File: src/rtl/c1_pixel_streamer.sv
// -----------------------------------------------------------------------------
// c1_pixel_streamer
//
// Purpose:
//   Transmit-side pixel source for the C1 convolution front end. On a start
//   pulse it reads one IMG_W x IMG_H image of signed 8-bit pixels, in raster
//   order, from a synchronous-read image memory. It streams the pixels to the
//   C1 layer over a valid/ready handshake at up to one pixel per clock. When
//   the last pixel has been accepted it signals completion to the top-level
//   sequencer.
//
//   Pixels are staged in a 2-entry output FIFO. Reads are only issued when
//   the FIFO is guaranteed to have room for the returning data. That makes
//   backpressure lossless and still allows a gap-free stream when the
//   consumer is always ready.
//
// Ports:
//   clk             system clock, rising edge
//   reset           asynchronous, active-high reset
//   i_start         start request, only honoured while idle
//   i_abort         synchronous abort; returns to idle and flushes the FIFO
//   o_busy          high from start acceptance until the last pixel is taken
//   o_done          one-cycle pulse after the final pixel handshake
//   mem_rd_en       image memory read strobe
//   mem_addr        image memory read address (row*IMG_W+col)
//   mem_rd_data     image memory read data, valid one cycle after mem_rd_en
//   pixel_in_valid  pixel available to the C1 layer
//   pixel_in        pixel value (signed 8-bit, passed through bit-exact)
//   pixel_ready     C1 layer accepts the pixel this cycle
//   o_pix_cnt       number of pixels accepted since start (debug)
// -----------------------------------------------------------------------------
module c1_pixel_streamer #(
    parameter int IMG_W  = 32,
    parameter int IMG_H  = 32,
    parameter int ADDR_W = 10
) (
    input  logic              clk,
    input  logic              reset,
    input  logic              i_start,
    input  logic              i_abort,
    output logic              o_busy,
    output logic              o_done,
    output logic              mem_rd_en,
    output logic [ADDR_W-1:0] mem_addr,
    input  logic [7:0]        mem_rd_data,
    output logic              pixel_in_valid,
    output logic signed [7:0] pixel_in,
    input  logic              pixel_ready,
    output logic [ADDR_W:0]   o_pix_cnt
);

    localparam int NUM_PIX = IMG_W * IMG_H;

    localparam logic [ADDR_W-1:0] LAST_ADDR = ADDR_W'(NUM_PIX - 1);
    localparam logic [ADDR_W:0]   LAST_CNT  = (ADDR_W + 1)'(NUM_PIX - 1);
    localparam logic [ADDR_W-1:0] ADDR_ONE  = ADDR_W'(1);
    localparam logic [ADDR_W:0]   CNT_ONE   = (ADDR_W + 1)'(1);

    typedef enum logic [1:0] {
        IDLE  = 2'd0,
        RUN   = 2'd1,
        DRAIN = 2'd2,
        DONE  = 2'd3
    } state_t;

    state_t state_q;
    state_t state_d;

    logic [ADDR_W-1:0] addr_q;
    logic [ADDR_W:0]   pix_cnt_q;
    logic              inflight_q;

    logic [1:0]        fifo_cnt_q;
    logic signed [7:0] fifo_head_q;
    logic signed [7:0] fifo_tail_q;

    logic start_accept;
    logic pop;
    logic push;
    logic last_issue;
    logic last_xfer;
    logic [2:0] occupancy;
    logic [2:0] room_limit;

    // A start is only taken while idle, and an abort in the same cycle wins.
    assign start_accept = (state_q == IDLE) && i_start && !i_abort;

    // A handshake completes on any edge where valid and ready are both high.
    assign pop = pixel_in_valid && pixel_ready;

    // Read data lands one cycle after its strobe. Clearing inflight_q on
    // abort is what throws away a response that is still in flight.
    assign push = inflight_q;

    assign last_issue = mem_rd_en && (addr_q == LAST_ADDR);
    assign last_xfer  = pop && (pix_cnt_q == LAST_CNT);

    // Issue a read only if the entries already held plus the one in flight,
    // minus the one leaving this cycle, leave a free slot. Written as
    // count + inflight < 2 + pop to avoid an unsigned underflow.
    assign occupancy  = {1'b0, fifo_cnt_q} + {2'b00, inflight_q};
    assign room_limit = 3'd2 + {2'b00, pop};

    // Reads are issued only while the frame still has addresses to fetch.
    // The rule looks at pixel_ready, but valid is taken only from
    // registered FIFO state, so valid never depends on ready.
    always_comb begin
        mem_rd_en = 1'b0;
        if (state_q == RUN) begin
            mem_rd_en = (occupancy < room_limit);
        end
    end

    // State register; reset and abort both return the sequencer to idle.
    always_ff @(posedge clk or posedge reset) begin
        if (reset) begin
            state_q <= IDLE;
        end else begin
            state_q <= state_d;
        end
    end

    // Next-state logic. RUN fetches addresses, DRAIN waits for the buffered
    // and in-flight pixels to be taken, and DONE lasts one cycle so that it
    // can act as the completion pulse. Abort overrides every other event.
    always_comb begin
        state_d = state_q;
        unique case (state_q)
            IDLE: begin
                if (start_accept) begin
                    state_d = RUN;
                end
            end
            RUN: begin
                if (last_issue) begin
                    state_d = DRAIN;
                end
            end
            DRAIN: begin
                if (last_xfer) begin
                    state_d = DONE;
                end
            end
            DONE: begin
                state_d = IDLE;
            end
            default: begin
                state_d = IDLE;
            end
        endcase
        if (i_abort) begin
            state_d = IDLE;
        end
    end

    // Address counter, accepted-pixel counter and read-in-flight flag.
    // The address stops at the last pixel instead of moving past the frame.
    // The pixel count is kept after completion so it can be read while idle.
    always_ff @(posedge clk or posedge reset) begin
        if (reset) begin
            addr_q     <= '0;
            pix_cnt_q  <= '0;
            inflight_q <= 1'b0;
        end else if (i_abort) begin
            pix_cnt_q  <= '0;
            inflight_q <= 1'b0;
        end else if (start_accept) begin
            addr_q     <= '0;
            pix_cnt_q  <= '0;
            inflight_q <= 1'b0;
        end else begin
            inflight_q <= mem_rd_en;
            if (mem_rd_en && (addr_q != LAST_ADDR)) begin
                addr_q <= addr_q + ADDR_ONE;
            end
            if (pop) begin
                pix_cnt_q <= pix_cnt_q + CNT_ONE;
            end
        end
    end

    // Two-entry output FIFO. The head register drives pixel_in directly and
    // only changes on a pop or on a push into an empty FIFO. This keeps the
    // presented pixel stable for as long as the consumer stalls. A push
    // into a full FIFO cannot happen because of the read issue rule.
    always_ff @(posedge clk or posedge reset) begin
        if (reset) begin
            fifo_cnt_q  <= 2'd0;
            fifo_head_q <= '0;
            fifo_tail_q <= '0;
        end else if (i_abort || start_accept) begin
            fifo_cnt_q <= 2'd0;
        end else begin
            unique case ({push, pop})
                2'b10: begin
                    if (fifo_cnt_q == 2'd0) begin
                        fifo_head_q <= $signed(mem_rd_data);
                    end else begin
                        fifo_tail_q <= $signed(mem_rd_data);
                    end
                    fifo_cnt_q <= fifo_cnt_q + 2'd1;
                end
                2'b01: begin
                    fifo_head_q <= fifo_tail_q;
                    fifo_cnt_q  <= fifo_cnt_q - 2'd1;
                end
                2'b11: begin
                    if (fifo_cnt_q == 2'd1) begin
                        fifo_head_q <= $signed(mem_rd_data);
                    end else begin
                        fifo_head_q <= fifo_tail_q;
                        fifo_tail_q <= $signed(mem_rd_data);
                    end
                end
                default: begin
                    fifo_cnt_q <= fifo_cnt_q;
                end
            endcase
        end
    end

    // Status outputs are decoded from registered state only. o_done is high
    // in the single DONE cycle that follows the final handshake.
    assign o_busy         = (state_q == RUN) || (state_q == DRAIN);
    assign o_done         = (state_q == DONE);
    assign mem_addr       = addr_q;
    assign pixel_in_valid = (fifo_cnt_q != 2'd0);
    assign pixel_in       = fifo_head_q;
    assign o_pix_cnt      = pix_cnt_q;

endmodule

File: config.mk
export PLATFORM = sky130hd
export DESIGN_NAME = c1_pixel_streamer
export DESIGN_NICKNAME = d
export VERILOG_FILES = /design/src/rtl/c1_pixel_streamer.sv
export SDC_FILE = /design/constraint.sdc
export NUM_CORES = 1
export LEC_CHECK = 0
export CELL_PAD_IN_SITES_DETAIL_PLACEMENT = 2
export CELL_PAD_IN_SITES_GLOBAL_PLACEMENT = 2
export CORE_ASPECT_RATIO = 1.25
export CORE_MARGIN = 5
export CORE_UTILIZATION = 25
export DETAILED_ROUTE_END_ITERATION = 6
export GPL_TIMING_DRIVEN = 1
export PLACE_DENSITY_LB_ADDON = 0.2
export SLEW_MARGIN = 25
export SYNTH_ARGS = -nofsm -noshare
export SYNTH_HDL_FRONTEND = slang
export SYNTH_SLANG_ARGS = --single-unit
File: constraint.sdc
create_clock -name clk -period 6.15 [get_ports clk]
set_input_delay 1.23 -clock clk [delete_from_list [all_inputs] [get_ports clk]]
set_output_delay 1.23 -clock clk [all_outputs]
set_load 0.05 [all_outputs]
==> key figures, run 1 <==
Status
  – Status: finished clean

Floorplanning
  – Die Ht: 114.6 microns
  – Num ports: 46
  – Die W: 93.68 microns
  – Core Area: 8606 sq um
  – Die ar.: 10,740 sq um
  – Row count: 38
  – Starting Density: 0.2543

Worst setup path
  – Critical Path Start Type: input pin
  – Worst Path Max Fanout: 8
  – Required @ worst endpoint: 4.92 ns
  – CP Data Arrival Time: 3.43 ns
  – Crit. End Element: output pin
  – CP Class: in -> out

Placed design
  – IO buf count: 45
  – RD Place Congestion: 0.6919
  – DP Wirelength: 4149 microns

STA
  – Worst Tran Pin Value: 0.7026 ns
  – Fin. Hold Viols: 0
  – Final period util: 0.7579
  – Clock Skews: 0.004097 ns
  – Setup TNS: 0 ns
  – Setup violators final: 0
  – Slew headroom: 0.5316
  – Fmax: 214.5 MHz
  – Final slew viol count: 0
  – Tmin final: 4.661 ns
  – RSZ-0062 raised after global routing: no

Routing
  – Vias/cell: 4.559
  – DR vias: 1,737
  – Avg WL per Cell: 14.82 microns
  – Total wire length: 5648 microns
  – Drt first pass iters: 4
  – Drc violations: 0
  – Final antenna-violating net count: 0
  – DR iter-0 viols: 18

Power and ir drop
  – Pwr dens: 392.2 nW/um^2
  – Total power: 1121 uW
  – Leak: 0.001249 uW
  – IR drop worst, VDD: 0.1490 mV

Clock network
  – Cts repair resizes: 0
  – Maximum root-to-sink buffer count: 2
  – CTS buffer count: 5
  – Worst-Skew Late Latency: 0.31 ns
  – H-tree levels: 2
  – Clk slew on worst S/H paths: 0.09 ns
  – Clock sink total: 42
  – TritonCTS clock tree: yes
  – CTS Root Cell: clkbuf_8
  – # hold bufs at CTS: 0
  – Post-CTS setup buffers: 0

Synth
  – Register bit total from synthesis: 42
  – Syn Inst Count: 215
  – Post-synth EDFFs: 0
  – Main synth FF type: dfrtp_1
  – Mean Syn Cell Area: 10.18 sq um
  – Asr flop ratio synth: 1.000
  – Syn. warnings: 0
  – Syn nets: 239
  – Synth cell types: 35
  – Mapped Area: 2188 sq um
  – Seq/Total Area, Yosys: 0.4803

GRT
  – GRT overflow: 0
  – Met3 global-route usage: 0.03222
  – Busiest grt layer: met2
  – Met1 Use GR: 0.1365
  – First-pass GRT wire length: 9501 microns
  – Global-route total usage across every layer: 0.1135
  – Initial antenna violation count: 0
  – Met2 Track Usage GR: 0.1909
  – Largest net degree at the start of global routing: 43
  – Vias in the first global route: 1,846

Cells and area
  – Syn-to-layout area delta: 30.65%
  – Final #Nets: 284
  – # diodes: 0
  – Share of layout cells above drive strength 1: 0.08046

Min path
  – Type of the most critical hold path: reg -> reg

Job
  – Max-cap violations: 0
## cells in the mapped netlist (7+ instances only)
library cell	count	share of area
nor2_1	33	0.057
clkbuf_1	8	0.014
ha_1	11	0.063
xor2_1	7	0.028
a21oi_1	14	0.032
xnor2_1	10	0.040
mux2i_1	9	0.041
nand2_1	15	0.026
dfrtp_1	42	0.48
nand3_1	8	0.018
inv_1	8	0.014
mux2_2	8	0.041
## through the flow
| stage | setup WS (ns) | cells | util | cell area [sq um] | hold slack [ns] |
|---|---|---|---|---|---|
| after global routing | 1.437 | 381 | 0.3322 | 2859 | 0.5367 |
| after CTS | 1.474 | 381 | 0.3319 | 2856 | 0.5199 |
| final | 1.489 | 381 | 0.3322 | 2859 | 0.5138 |
| after global placement | 1.475 | 373 | 0.3215 | 2766 | 0.4874 |
| after floorplan | 2.835 | 215 | - | 2188 | 0.4787 |
| after detailed placement | 1.485 | 373 | 0.3215 | 2766 | 0.4969 |
## cell families (layout without fill, tap and decap cells)
family                     Yosys count  after routing  share of synthesized area
buffers and inverters               17             63                    0.03145
adders and majority gates           11             11                    0.06289
DFF                                 42             42                     0.4803
and+or+nand+nor                     86             86                     0.1995
AOI/OAI and AO/OA                   25             25                    0.07548
muxes                               17             17                    0.08234
xor gates and xnor gates            17             17                    0.06804
## routing by layer
layer  share of wire  vias to the layer above
met2            0.49                       32
met1            0.45                      871
met5               0                        -
met4           0.019                        0
li1                -                      826
met3           0.042                        8
## cell type report
class | count | area (sq um)
clock inverters | 3 | 21.27
well taps | 120 | 150.1
multi-input cells | 156 | 1071
repair buffers | 46 | 457.9
clock buffers | 5 | 68.82
inverters | 9 | 38.79
flip-flops and latches | 42 | 1051
fillers | 971 | 5747
## layout by cell type (no fill, tap or decap), types with 2 or more instances in the layout
master	synthesis	final
or4_1	3	3
clkinv_4	1	2
nor2_1	33	32
a21oi_1	14	14
nand2b_1	5	5
o221ai_1	2	2
dfrtp_1	42	42
o21ai_0	2	2
nand4_1	4	4
nand2_1	15	15
clkbuf_8	0	5
inv_1	8	8
a211oi_1	2	2
xor2_1	7	7
nand3_1	8	8
ha_1	11	11
clkdlybuf4s50_1	0	45
xnor2_1	10	10
nor4_1	4	4
mux2_2	8	8
and3_1	3	3
and4_1	2	2
nor2b_1	2	2
mux2i_1	9	9
## registers in the layout, summed over array words and instances (netlist names)
name / count
state_q: 2
pixel_in: 8
fifo_tail_q: 8
inflight_q: 1
o_pix_cnt: 11
fifo_cnt_q: 2
mem_addr: 10
## critical path, stage by stage
cell and delay, ns:
clkdlybuf4s50_1 0.54, or3b_1 0.38, a211o_4 0.40, clkinv_4 0.08
clkdlybuf4s50_1 0.79
## report_power, final
part | internal [uW] | switching, uW
Sequential | 345 | 49.7
Clock | 79.9 | 108
Combinational | 196 | 343
Total | 621 | 500
## final timing paths
path / from / to / slack (ns) / cells after the start
min: fifo_tail_q[4] / fifo_tail_q[4] / 0.51 / 1
max in group asynchronous: reset / o_pix_cnt[8] / 4.39 / 3
max: pixel_ready / mem_rd_en / 1.49 / 5
max reg2reg: fifo_cnt_q[0] / mem_addr[8] / 3.83 / 8
min in group asynchronous: reset / fifo_tail_q[1] / 1.37 / 3
min reg2reg: fifo_tail_q[4] / fifo_tail_q[4] / 0.51 / 1
(Power assumes the default switching activity.)
==> run 2, diff against run 1 <==
clock period = 4.45 ns   (was 6.15 ns; I/O delays follow)
==> run 2 against run 1 <==
Register-to-register slack got worse by 1.7 ns. Setup slack got worse by 1.0 ns. Combinational power rose by 41%. Cell count rose by 0.52%. Utilization rose by 0.70 points. Total power rose by 50%. Clock power rose by 100%. Via count rose by 0.75%. Sequential cell count did not move. Clock-buffer cell count did not move. Clock skew rose by 0.0059 ns. Largest cell class unchanged. Critical path depth did not move.
==> key figures, run 2 (same netlist as run 1, synthesis figures left out) <==
Routing
  – Final antenna-violating net count: 0 (unchanged)
  – Vias/cell: 4.569 (+0.22%)
  – Total wire length: 5869 microns (+3.9%)
  – Drc violations: 0 (unchanged)
  – Avg WL per Cell: 15.32 microns (+3.4%)
  – DR iter-0 viols: 44 (+26)
  – DR vias: 1,750 (+0.75%)
  – Drt first pass iters: 4 (unchanged)

Cells and area
  – Most frequent cells in the layout: clkdlybuf4s50_1 (45), dfrtp_1 (42), nor2_1 (33)
  – # diodes: 0 (unchanged)
  – Syn-to-layout area delta: 33.39%
  – Max FFs per register: 11 (unchanged)
  – Share of layout cells above drive strength 1: 0.08365 (+0.003190)
  – Commonest non-fill, non-tap cell in the layout: clkdlybuf4s50_1
  – Fillers: 956 (-1.5%)
  – Area of the multi-input gates: 1069 sq um (-0.23%)
  – Reg area: 1051 sq um (unchanged)
  – Final #Nets: 286 (+0.70%)

Worst setup path
  – Crit-path slowest cell: clkdlybuf4s50_1
  – FF-to-FF path depth: 8 (unchanged)
  – CP Class: in -> out
  – Crit. End Element: output pin
  – Most used cell, CP: clkdlybuf4s50_1
  – Max incr delay on CP: 0.79 ns (about the same)
  – Worst Path Max Fanout: 8 (unchanged)
  – Required @ worst endpoint: 3.56 ns (-1.36 ns)
  – Worst R2R Start: fifo_cnt_q[1]
  – Reg-to-reg slack, setup: 2.10 ns (-1.73 ns)
  – CP Cell Sequence: clkdlybuf4s50_1 > or3b_1 > a211o_4 > clkinv_4 > clkdlybuf4s50_1
  – CP Data Arrival Time: 3.11 ns (-0.32 ns)
  – Critical Path Start Type: input pin
  – R2R Path End: mem_addr[8]

GRT
  – Vias in the first global route: 1,959 (+6.1%)
  – Largest net degree at the start of global routing: 43 (unchanged)
  – Global-route total usage across every layer: 0.1166 (+0.003050)
  – First-pass GRT wire length: 9949 microns (+4.7%)
  – Initial antenna violation count: 0 (unchanged)
  – GRT overflow: 0 (unchanged)

Status
  – Status: finished clean

Floorplanning
  – Die Ht: 114.6 microns (unchanged)
  – Core Area: 8606 sq um (unchanged)
  – Row count: 38 (unchanged)
  – Die W: 93.68 microns (unchanged)
  – Starting Density: 0.2543 (unchanged)
  – Num ports: 46 (unchanged)
  – Die ar.: 10,740 sq um (unchanged)

Min path
  – Hold Path Cell Cnt: 1 (unchanged)
  – Hold EP: fifo_tail_q[4]
  – Type of the most critical hold path: reg -> reg
  – Critical hold path startpoint: fifo_tail_q[4]

STA
  – Final slew viol count: 0 (unchanged)
  – Worst Tran Pin Value: 0.6001 ns (-0.1025 ns)
  – Slew headroom: 0.5991 (+0.06751)
  – Clock Skews: 0.009973 ns (+0.005875 ns)
  – Fmax: 250.0 MHz
  – Final period util: 0.8989
  – Fin. Hold Viols: 0 (unchanged)
  – Tmin final: 4.000 ns
  – Setup violators final: 0 (unchanged)
  – Setup TNS: 0 ns (unchanged)
  – RSZ-0062 raised after global routing: no

Clock network
  – Post-CTS setup buffers: 0 (unchanged)
  – CTS buffer count: 5 (unchanged)
  – TritonCTS clock tree: yes
  – CTS Root Cell: clkbuf_8
  – Clk slew on worst S/H paths: 0.10 ns (about the same)
  – Clock sink total: 42 (unchanged)
  – H-tree levels: 2 (unchanged)
  – Worst-Skew Late Latency: 0.30 ns (about the same)
  – Cts repair resizes: 0 (unchanged)
  – Maximum root-to-sink buffer count: 2 (unchanged)
  – # hold bufs at CTS: 0 (unchanged)

Placed design
  – IO buf count: 45 (unchanged)
  – DP Wirelength: 4293 microns (+3.5%)
  – RD Place Congestion: 0.6974 (+0.79%)

Power and ir drop
  – Total power: 1682 uW (+50%)
  – Leak: 0.001284 uW (+2.8%)
  – Pwr dens: 576.2 nW/um^2 (+47%)
  – IR drop worst, VDD: 0.2357 mV (+58%)

Job
  – Max-cap violations: 0 (unchanged)
[run 2: worst max-delay path: cells and delay by family]
kind / cells / cell delay (ns)
simple gates: 1 / 0.38
buf+inv: 3 / 1.43
compound gates: 1 / 0.40
[run 2: worst max-delay path by stage]
| stage | startpoint | to | slack [ns] | cells after the start |
|---|---|---|---|---|
| 6_report | pixel_ready | mem_rd_en | 0.45 | 5 |
| 3_3_place_gp | pixel_ready | mem_rd_en | 0.46 | 5 |
| 4_1_cts | pixel_ready | mem_rd_en | 0.43 | 5 |
| 2_1_floorplan | pixel_ready | mem_rd_en | 1.82 | 3 |
| 3_5_place_dp | pixel_ready | mem_rd_en | 0.44 | 5 |
| 5_1_grt | pixel_ready | mem_rd_en | 0.39 | 5 |
[run 2: where the power goes]
| part | internal [uW] | switching (uW) | leakage (uW) |
|---|---|---|---|
| logic | 277 | 481 | 0.000655 |
| clock network | 225 | 152 | 0.0000683 |
| registers | 476 | 70.4 | 0.000560 |
| total | 978 | 703 | 0.00128 |
[run 2: metal layers]
metal	track usage	share of wire	vias up
met5	0	0	-
met1	0.1412	0.44	883
met2	0.2051	0.51	31
met4	0.04046	0.015	0
met3	0.02170	0.030	6
li1	-	-	830
[run 2: through the flow]
step / instance area [sq um] / hold slack, ns / util / instances / worst slack (ns)
floorplan: 2188 / 0.4787 / - / 215 / 1.815
global placement: 2781 / 0.4881 / 0.3232 / 375 / 0.4578
detailed placement: 2781 / 0.4943 / 0.3232 / 375 / 0.4434
CTS: 2919 / 0.5187 / 0.3392 / 383 / 0.4306
global route: 2919 / 0.5234 / 0.3392 / 383 / 0.3910
finish: 2919 / 0.5142 / 0.3392 / 383 / 0.4500
[run 2: cell type report]
| class | instances | share of cell area |
|---|---|---|
| multi-input combinational | 156 | 0.3661 |
| clock buffer | 5 | 0.02357 |
| inverter | 9 | 0.01329 |
| timing repair buffer | 48 | 0.1620 |
| tap | 120 | 0.05144 |
| sequential | 42 | 0.3601 |
| clock inverter | 3 | 0.02357 |
